## src/rtl/uart_word_tx.sv

```systemverilog
// -----------------------------------------------------------------------------
// uart_word_tx
//
// Word-wide output path to a byte-oriented UART. CPU words are pushed into a
// small FIFO. A sequencer pops one word at a time and sends it as WORD_BYTES
// bytes. Before each byte it reads the UART status register. If the Tx-FIFO-full
// flag is set, it polls the status register again instead of writing. The core
// can therefore issue `out` back-to-back and stalls only when this FIFO is full.
//
// Parameters
//   WORD_BYTES    bytes per pushed word (1..8)
//   DEPTH         word FIFO depth (power of two, >= 2)
//   MSB_FIRST     0: byte 0 (bits 7:0) goes first, 1: top byte goes first
//   STAT_FULL_BIT bit of the status byte that flags "Tx FIFO full"
//
// Ports
//   clk, rstn           clock, asynchronous active-low reset
//   in_valid/in_ready   word push handshake, in_data carries the word
//   level               words waiting in the FIFO (word in flight excluded)
//   busy                FIFO non-empty or a word is being sent
//   uart_raddr/ren      status read request (address fixed at STAT_REG)
//   uart_rdone/rdata    status read completion pulse and status byte
//   uart_waddr/wen      byte write request (address fixed at TX_FIFO)
//   uart_wdata          byte being written, held until the next byte is latched
//   uart_wdone          byte write completion pulse
// -----------------------------------------------------------------------------
module uart_word_tx #(
  parameter int WORD_BYTES    = 4,
  parameter int DEPTH         = 4,
  parameter bit MSB_FIRST     = 1'b0,
  parameter int STAT_FULL_BIT = 3
) (
  input  logic                         clk,
  input  logic                         rstn,
  input  logic                         in_valid,
  output logic                         in_ready,
  input  logic [8*WORD_BYTES-1:0]      in_data,
  output logic [$clog2(DEPTH+1)-1:0]   level,
  output logic                         busy,
  output logic [3:0]                   uart_raddr,
  output logic                         uart_ren,
  input  logic                         uart_rdone,
  input  logic [7:0]                   uart_rdata,
  output logic [3:0]                   uart_waddr,
  output logic                         uart_wen,
  output logic [7:0]                   uart_wdata,
  input  logic                         uart_wdone
);

  localparam int WORD_W = 8 * WORD_BYTES;
  localparam int LVL_W  = $clog2(DEPTH + 1);
  localparam int PTR_W  = $clog2(DEPTH);
  localparam int IDX_W  = (WORD_BYTES > 1) ? $clog2(WORD_BYTES) : 1;

  localparam logic [IDX_W-1:0] LAST_IDX  = IDX_W'(WORD_BYTES - 1);
  localparam logic [LVL_W-1:0] DEPTH_LVL = LVL_W'(DEPTH);

  typedef enum logic [2:0] {
    IDLE      = 3'd0,
    REQ_STAT  = 3'd1,
    WAIT_STAT = 3'd2,
    REQ_TX    = 3'd3,
    WAIT_TX   = 3'd4
  } state_t;

  // FIFO storage and bookkeeping
  logic [WORD_W-1:0] mem_r [DEPTH];
  logic [PTR_W-1:0]  wr_ptr_r;
  logic [PTR_W-1:0]  rd_ptr_r;
  logic [LVL_W-1:0]  count_r;

  // Sequencer state
  state_t            state_r;
  logic [WORD_W-1:0] word_r;
  logic [IDX_W-1:0]  idx_r;
  logic              ren_r;
  logic              wen_r;
  logic [7:0]        wdata_r;

  logic              push_s;
  logic              pop_s;
  logic              stat_full_s;
  logic [WORD_W-1:0] head_s;
  logic              unused_rdata_s;

  // Selects the byte to send for position idx within the word. The order
  // depends on MSB_FIRST.
  function automatic logic [7:0] pick_byte(input logic [WORD_W-1:0] w,
                                           input logic [IDX_W-1:0]  i);
    int pos;
    pos = MSB_FIRST ? (WORD_BYTES - 1 - int'(i)) : int'(i);
    return w[8*pos +: 8];
  endfunction

  assign in_ready    = (count_r < DEPTH_LVL);
  assign push_s      = in_valid & in_ready;
  assign head_s      = mem_r[rd_ptr_r];
  assign stat_full_s = uart_rdata[STAT_FULL_BIT];
  // Only one status bit matters. The other bits are folded into a sink.
  assign unused_rdata_s = ^uart_rdata;

  assign level      = count_r;
  assign busy       = (count_r != {LVL_W{1'b0}}) | (state_r != IDLE);
  assign uart_raddr = 4'h8;
  assign uart_waddr = 4'h4;
  assign uart_ren   = ren_r;
  assign uart_wen   = wen_r;
  assign uart_wdata = wdata_r;

  // Pop decision: at the start of a word from IDLE, or on the final wdone
  // when another word is already waiting. The next word then starts without
  // passing through IDLE.
  always_comb begin
    pop_s = 1'b0;
    if (count_r == {LVL_W{1'b0}}) begin
      pop_s = 1'b0;
    end else if (state_r == IDLE) begin
      pop_s = 1'b1;
    end else if ((state_r == WAIT_TX) && uart_wdone && (idx_r == LAST_IDX)) begin
      pop_s = 1'b1;
    end else begin
      pop_s = 1'b0;
    end
  end

  // Word FIFO: storage, wrapping pointers and occupancy count
  always_ff @(posedge clk or negedge rstn) begin
    if (!rstn) begin
      for (int i = 0; i < DEPTH; i++) begin
        mem_r[i] <= {WORD_W{1'b0}};
      end
      wr_ptr_r <= {PTR_W{1'b0}};
      rd_ptr_r <= {PTR_W{1'b0}};
      count_r  <= {LVL_W{1'b0}};
    end else begin
      if (push_s) begin
        mem_r[wr_ptr_r] <= in_data;
        wr_ptr_r        <= wr_ptr_r + PTR_W'(1);
      end
      if (pop_s) begin
        rd_ptr_r <= rd_ptr_r + PTR_W'(1);
      end
      case ({push_s, pop_s})
        2'b10:   count_r <= count_r + LVL_W'(1);
        2'b01:   count_r <= count_r - LVL_W'(1);
        default: count_r <= count_r;
      endcase
    end
  end

  // Byte sequencer: status poll, byte latch, write strobe, per-byte advance
  always_ff @(posedge clk or negedge rstn) begin
    if (!rstn) begin
      state_r <= IDLE;
      word_r  <= {WORD_W{1'b0}};
      idx_r   <= {IDX_W{1'b0}};
      ren_r   <= 1'b0;
      wen_r   <= 1'b0;
      wdata_r <= 8'h00;
    end else begin
      case (state_r)
        IDLE: begin
          ren_r <= 1'b0;
          wen_r <= 1'b0;
          if (pop_s) begin
            word_r  <= head_s;
            idx_r   <= {IDX_W{1'b0}};
            state_r <= REQ_STAT;
          end
        end
        REQ_STAT: begin
          ren_r   <= 1'b1;
          state_r <= WAIT_STAT;
        end
        WAIT_STAT: begin
          ren_r <= 1'b0;
          if (uart_rdone) begin
            if (stat_full_s) begin
              // UART Tx FIFO is full: poll again. No byte leaves here.
              state_r <= REQ_STAT;
            end else begin
              wdata_r <= pick_byte(word_r, idx_r);
              state_r <= REQ_TX;
            end
          end
        end
        REQ_TX: begin
          wen_r   <= 1'b1;
          state_r <= WAIT_TX;
        end
        WAIT_TX: begin
          wen_r <= 1'b0;
          if (uart_wdone) begin
            if (idx_r != LAST_IDX) begin
              idx_r   <= idx_r + IDX_W'(1);
              state_r <= REQ_STAT;
            end else if (pop_s) begin
              word_r  <= head_s;
              idx_r   <= {IDX_W{1'b0}};
              state_r <= REQ_STAT;
            end else begin
              state_r <= IDLE;
            end
          end
        end
        default: begin
          ren_r   <= 1'b0;
          wen_r   <= 1'b0;
          state_r <= IDLE;
        end
      endcase
    end
  end

endmodule
```

## config.mk

```make
export PLATFORM = sky130hd
export DESIGN_NAME = uart_word_tx
export DESIGN_NICKNAME = d
export VERILOG_FILES = /design/src/rtl/uart_word_tx.sv
export SDC_FILE = /design/constraint.sdc
export NUM_CORES = 1
export LEC_CHECK = 0
export CAP_MARGIN = 15
export CORE_AREA = 8 8 117 173
export DETAILED_ROUTE_END_ITERATION = 6
export DIE_AREA = 0 0 125 181
export HOLD_SLACK_MARGIN = 0.03
export MAX_ROUTING_LAYER = met4
export PLACE_DENSITY_LB_ADDON = 0.2
export RECOVER_POWER = 100
export SETUP_SLACK_MARGIN = 0.3
export SYNTH_ARGS = -nofsm -noshare
export SYNTH_HDL_FRONTEND = slang
export SYNTH_SLANG_ARGS = --single-unit
export TNS_END_PERCENT = 30
```

## constraint.sdc

```tcl
create_clock -name clk -period 3 [get_ports clk]
set_input_delay 0.6 -clock clk [delete_from_list [all_inputs] [get_ports clk]]
set_output_delay 0.6 -clock clk [all_outputs]
set_load 0.02 [all_outputs]
```

==> flow_metrics.env, run 1 <==
export IMPL_status="complete, but fails checks"
export IMPL_violations="capacitance limit, slew limit"
export IMPL_clk_path_buf_depth=2
export IMPL_critical_path_cell_chain="nor3_2, nand3b_1, clkdlybuf4s50_1"
export IMPL_maxSlewViolCount=61
export IMPL_cts_tree="built"
export IMPL_drc_errors=0
export IMPL_tns_ps=0
export IMPL_wire_per_inst_um=21.1
export IMPL_end_kind="primary output"
export IMPL_crit_type="reg -> out"
export IMPL_start_kind="flip-flop"
export IMPL_hpwl_um=11100
export IMPL_cts_sinks=182
export IMPL_wl_um=16400
export IMPL_fin_crit_ps=2510
export IMPL_slew_headroom_pct=-5.24
export IMPL_clk_pin_slew_ps=70
export IMPL_arrival_ps=1910
export IMPL_firstDrtPassIters=4
export IMPL_portBuffers=52
export IMPL_start_util_pct=46.2
export IMPL_setup_viol=0
export IMPL_boundaryPins=68
export IMPL_drtIter0Drc=194
export IMPL_final_common_cell="dfrtp_1"
export IMPL_num_antenna_cells=0
export IMPL_fillCellCount=1448
export IMPL_cp_data_required_time_ps=2400
export IMPL_synth_seq_area_share_pct=55.7
export IMPL_fin_skew_ps=8.27
export IMPL_hold_path_class="reg -> reg"
export IMPL_max_cap_violations=1
export IMPL_core_mm2=0.0177
export IMPL_syn_inst=489
export IMPL_nets=600
export IMPL_rows=60
export IMPL_crit_slowest_cell="clkdlybuf4s50_1"
export IMPL_ys_types=36
export IMPL_grt_pass1_wl_um=27800
export IMPL_cts_resized=0
export IMPL_insertion_delay_ps=420
export IMPL_dp_slack_ps=484
export IMPL_ant_nets=0
export IMPL_viasPerCell=5.51
export IMPL_worst_slew_pin_slew_ps=1580
export IMPL_antenna_found_initial=0
export IMPL_grt_ovfl_total=0
export IMPL_grt_usage_pct=16.2
export IMPL_drive_gt1_share_pct=39.6
export IMPL_yosysWarnings=0
export IMPL_fp_dieH_um=181
export IMPL_root_buffer="clkbuf_16"
export IMPL_ir_drop_mv=0.432
export IMPL_cts_inserted_buffers=17
export IMPL_grt_pass1_vias=5009
export IMPL_cp_max_fo=5
export IMPL_synth_area_per_cell_um2=16.7
export IMPL_post_route_period_util_pct=83.7
export IMPL_max_freq_mhz=398
export IMPL_cts_htree_levels=4
export IMPL_gp_congestion=0.716
export IMPL_via_count=4286
export IMPL_die_w_um=125
export IMPL_syn_area_mm2=0.00818
export IMPL_die_area_mm2=0.0226
export IMPL_final_cell_mix="dfrtp_1 (181), mux2_2 (140), clkdlybuf4s50_1 (34)"
export IMPL_post_cts_buffers=0
export IMPL_cts_hold_buf=0
export IMPL_path_buf_inv=1
export IMPL_p_leak_nw=4.05
export IMPL_final_hold_viol_count=0
export IMPL_worst_slack_ps=489
export IMPL_power_density_mw_per_mm2=1150
export IMPL_rsz0062_at_grt="false"
export IMPL_grt_max_degree=61
export IMPL_ys_ff_latch=182
export IMPL_area_growth_pct=14.7
export IMPL_timing_critical_path_slowest_cell_delay_ps=550
export IMPL_cp_top_family="buffers and inverters"
[layout make-up]
type                    instances  area, µm²  area share [%]
flip-flops and latches        182       4560            48.6
multi-input cells             267       3260            34.7
repair buffers                 71        632            6.73
clock buffers                  21        460            4.91
well taps                     217        272            2.89
clock inverters                11        173            1.84
inverters                       9       33.8           0.360
[logic make-up after synthesis]
group / share of synthesized area (%)
flops: 55.7
buf+inv: 3.53
compound gates: 0.933
xor+xnor: 0.642
mux: 36.1
simple gates: 1.83
other cells: 0.0918
fa+ha+maj: 1.16
[power by group]
part           switching, mW  internal (mW)
sequential             0.723           3.72
clock                  0.922           1.44
combinational           1.62           2.38
total                   3.26           7.54
[synth_stat cells]
master | n | share of area (%)
a2111oi_0 | 1 | 0.11
a211o_2 | 1 | 0.12
a21boi_1 | 1 | 0.092
a21oi_1 | 4 | 0.24
a22o_1 | 1 | 0.11
and2b_1 | 1 | 0.092
and4b_1 | 1 | 0.12
and4bb_2 | 1 | 0.15
buf_1 | 2 | 0.092
buf_2 | 16 | 0.98
buf_4 | 9 | 0.83
buf_6 | 7 | 0.96
clkbuf_1 | 2 | 0.092
clkbuf_8 | 1 | 0.17
conb_1 | 2 | 0.092
dfrtp_1 | 182 | 56
fa_1 | 1 | 0.24
ha_1 | 6 | 0.92
inv_1 | 9 | 0.41
mux2_2 | 140 | 19
mux2_4 | 28 | 5.1
mux2i_1 | 3 | 0.37
mux4_1 | 8 | 2.6
mux4_2 | 32 | 8.8
nand2_1 | 7 | 0.32
nand2b_1 | 1 | 0.077
nand3b_1 | 2 | 0.18
nor2_1 | 4 | 0.18
nor2b_1 | 3 | 0.23
nor3_2 | 1 | 0.12
nor4_4 | 1 | 0.26
o21ai_0 | 3 | 0.18
o22ai_1 | 1 | 0.077
or4_1 | 1 | 0.092
xnor2_1 | 3 | 0.32
xor2_1 | 3 | 0.32
[per-layer routing]
metal / GRT usage [%] / up-vias / part of all wire [%]
met5: - / - / 0
met4: 5.38 / 0 / 1.7
met3: 3.15 / 20 / 2.7
met2: 27.6 / 64 / 53
met1: 18.7 / 2297 / 42
li1: - / 1905 / -
[per-stage QoR]
step | hold slack [ps] | instance area, µm² | power, mW | util (%) | cells
global placement | 479 | 8910 | 8.80 | 50.3 | 746
detailed placement | 488 | 8910 | 9.04 | 50.3 | 746
CTS | 158 | 9550 | 11.4 | 53.9 | 778
finish | 490 | 9380 | 10.8 | 53.0 | 778
global route | 514 | 9380 | 11.5 | 53.0 | 778
floorplan | 304 | 8210 | 7.85 | - | 495
[sequential cells by signal, summed over array words and instances (netlist names)]
name        flops
state_r         3
word_r         32
idx_r           2
wr_ptr_r        2
rd_ptr_r        2
uart_ren        1
mem_r         128
uart_wdata      8
uart_wen        1
level           3
[path summary, 6_finish.rpt]
kind | start | to | slack, ps | depth (start not counted)
min reg2reg | word_r[26] | word_r[26] | 490 | 1
max in group asynchronous | rstn | uart_wdata[5] | 800 | 2
min in group asynchronous | rstn | mem_r[67] | 550 | 1
max reg2reg | idx_r[0] | word_r[30] | 550 | 6
min | word_r[26] | word_r[26] | 490 | 1
max | level[0] | busy | 490 | 3
No activity file was read; power rests on OpenSTA's default activity.
==> run 2: changes to the inputs <==
==> constraint.sdc (replaced) <==
create_clock -name clk -period 2.5 [get_ports clk]
set_input_delay 0.5 -clock clk [delete_from_list [all_inputs] [get_ports clk]]
set_output_delay 0.5 -clock clk [all_outputs]
set_load 0.02 [all_outputs]
==> run 2 against run 1 <==
- the flow now finishes without violations
- critical path depth did not move
- worst setup slack got worse by 100 ps
- clock skew rose by 2.9 ps
- core utilization barely moved
- highest routed layer unchanged
- critical endpoint unchanged
- final area barely moved
- clock-buffer cell count fell by 2
- register-to-register slack got worse by 160 ps
- largest cell class unchanged
- clock power rose by 7%
==> flow_metrics.env, run 2 (synthesized netlist as in run 1, its figures left out) <==
export IMPL_swShare_pct=31.6
export IMPL_drtIter0Drc=244
export IMPL_r2r_slack_ps=390
export IMPL_reg2reg_from="level[2]"
export IMPL_core_mm2=0.0177
export IMPL_r2r_end="level[2]"
export IMPL_clk_pin_slew_ps=70
export IMPL_path_buf_inv=1
export IMPL_fin_crit_ps=2110
export IMPL_fin_skew_ps=11.1
export IMPL_cts_htree_levels=4
export IMPL_cts_inserted_buffers=17
export IMPL_timing_critical_path_slowest_cell_delay_ps=520
export IMPL_area_growth_pct=14.6
export IMPL_nets=600
export IMPL_critical_path_cell_chain="nor2_1, nand3b_1, dlygate4sd2_1"
export IMPL_root_buffer="clkbuf_16"
export IMPL_grt_ovfl_total=0
export IMPL_dp_slack_ps=61.8
export IMPL_hold_path_class="reg -> reg"
export IMPL_ant_nets=0
export IMPL_place_area_mm2=0.00900
export IMPL_comb_power_share_pct=38.5
export IMPL_start_util_pct=46.2
export IMPL_start_kind="flip-flop"
export IMPL_status="finished, final reports clean"
export IMPL_post_route_period_util_pct=84.5
export IMPL_rsz0062_at_grt="false"
export IMPL_grt_max_degree=92
export IMPL_wl_um=16400
export IMPL_grt_usage_pct=15.9
export IMPL_maxSlewViolCount=0
export IMPL_fillCellCount=1487
export IMPL_crit_slowest_cell="dfrtp_1"
export IMPL_power_density_mw_per_mm2=1360
export IMPL_grt_pass1_wl_um=27300
export IMPL_insertion_delay_ps=430
export IMPL_end_kind="primary output"
export IMPL_hpwl_um=10900
export IMPL_cts_tree="built"
export IMPL_top_register="mem_r"
export IMPL_final_cell_mix="dfrtp_1 (178), mux2_2 (140), clkdlybuf4s50_1 (35)"
export IMPL_worst_slack_ps=388
export IMPL_pwr_share_clk_pct=19.7
export IMPL_min_to="word_r[21]"
export IMPL_cp_data_required_time_ps=2000
export IMPL_grt_pass1_vias=4899
export IMPL_reg2regPathDepth=9
export IMPL_worst_slew_pin_slew_ps=998
export IMPL_worstHoldPathCells=1
export IMPL_rows=60
export IMPL_drc_errors=0
export IMPL_crit_type="reg -> out"
export IMPL_largest_reg_flops=128
export IMPL_cp_top_family="flip-flops"
export IMPL_antenna_found_initial=0
export IMPL_die_w_um=125
export IMPL_via_count=4285
export IMPL_drive_gt1_share_pct=40.6
export IMPL_fp_dieH_um=181
export IMPL_clk_path_buf_depth=2
export IMPL_die_area_mm2=0.0226
export IMPL_ir_drop_mv=0.498
export IMPL_boundaryPins=68
export IMPL_slew_headroom_pct=33.5
export IMPL_max_freq_mhz=473
export IMPL_wire_per_inst_um=21.1
export IMPL_firstDrtPassIters=5
export IMPL_pwr_share_seq_pct=41.7
export IMPL_gp_congestion=0.721
export IMPL_final_common_cell="dfrtp_1"
export IMPL_setup_viol=0
export IMPL_portBuffers=52
export IMPL_min_from="word_r[21]"
export IMPL_p_leak_nw=4.05
export IMPL_area_sequential_mm2=0.00456
export IMPL_final_area_mm2=0.00938
export IMPL_max_cap_violations=0
export IMPL_cp_max_fo=12
export IMPL_final_hold_viol_count=0
export IMPL_arrival_ps=1610
export IMPL_num_antenna_cells=0
export IMPL_multi_input_area_mm2=0.00327
export IMPL_p_int_mw=8.76
export IMPL_tns_ps=0
export IMPL_cts_sinks=182
export IMPL_p_sw_mw=4.04
export IMPL_viasPerCell=5.51
## run 2: cell types whose count changed in the layout (fill, tap and decap cells not counted), moves of 3 or more
| cell | previous run | this run |
|---|---|---|
| clkbuf_2 | 9 | 3 |
| inv_6 | 1 | 7 |
| bufinv_16 | 4 | 0 |
| buf_12 | 1 | 4 |
| dfrtp_1 | 181 | 178 |
| dfrtp_2 | 1 | 4 |
## run 2: metal layers
layer  GRT usage, %  routed length [µm]
met4           4.45                 169
met1           18.1                6930
met3           3.07                 356
met5              -                   0
met2           27.8                8980
## run 2: what timing repair did
action	4_1_cts	5_1_grt
buffers inserted	0	1
gates resized for setup	2	1
setup endpoints to repair	1	1
hold endpoints to repair	35	0
pin swaps	0	1
hold buffers	1	0
## run 2: final cells by class
| type | count | area share (%) |
|---|---|---|
| Clock buffer | 19 | 4.72 |
| Multi-Input combinational cell | 267 | 34.9 |
| Timing Repair Buffer | 71 | 7.35 |
| Sequential cell | 182 | 48.6 |
| Inverter | 9 | 0.360 |
| Tap cell | 217 | 2.89 |
| Clock inverter | 13 | 1.19 |
## run 2: worst max-delay path by stage
stage / from / end / depth (start not counted)
6_report: state_r[0] / busy / 3
5_1_grt: state_r[0] / busy / 3
4_1_cts: level[1] / busy / 3
3_5_place_dp: uart_wdone / word_r[0] / 6
3_3_place_gp: uart_wdone / word_r[0] / 6
2_1_floorplan: level[2] / level[2] / 9
## run 2: stage by stage
stage | cells | total power, mW | utilization, % | hold slack, ps
global placement | 744 | 10.7 | 50.8 | 416
global route | 778 | 13.6 | 52.9 | 510
finish | 778 | 12.8 | 52.9 | 496
CTS | 777 | 13.6 | 54.0 | 501
detailed placement | 744 | 11.0 | 50.8 | 431
floorplan | 495 | 9.47 | - | 204
## run 2: power by group through the flow
stage	Clock, mW	Sequential [mW]	Combinational, mW
after floorplan	0	5.14	4.33
after global placement	0	5.30	5.37
after detailed placement	0	5.44	5.55
after CTS	2.59	5.39	5.58
after global routing	2.70	5.54	5.34
final	2.52	5.34	4.93
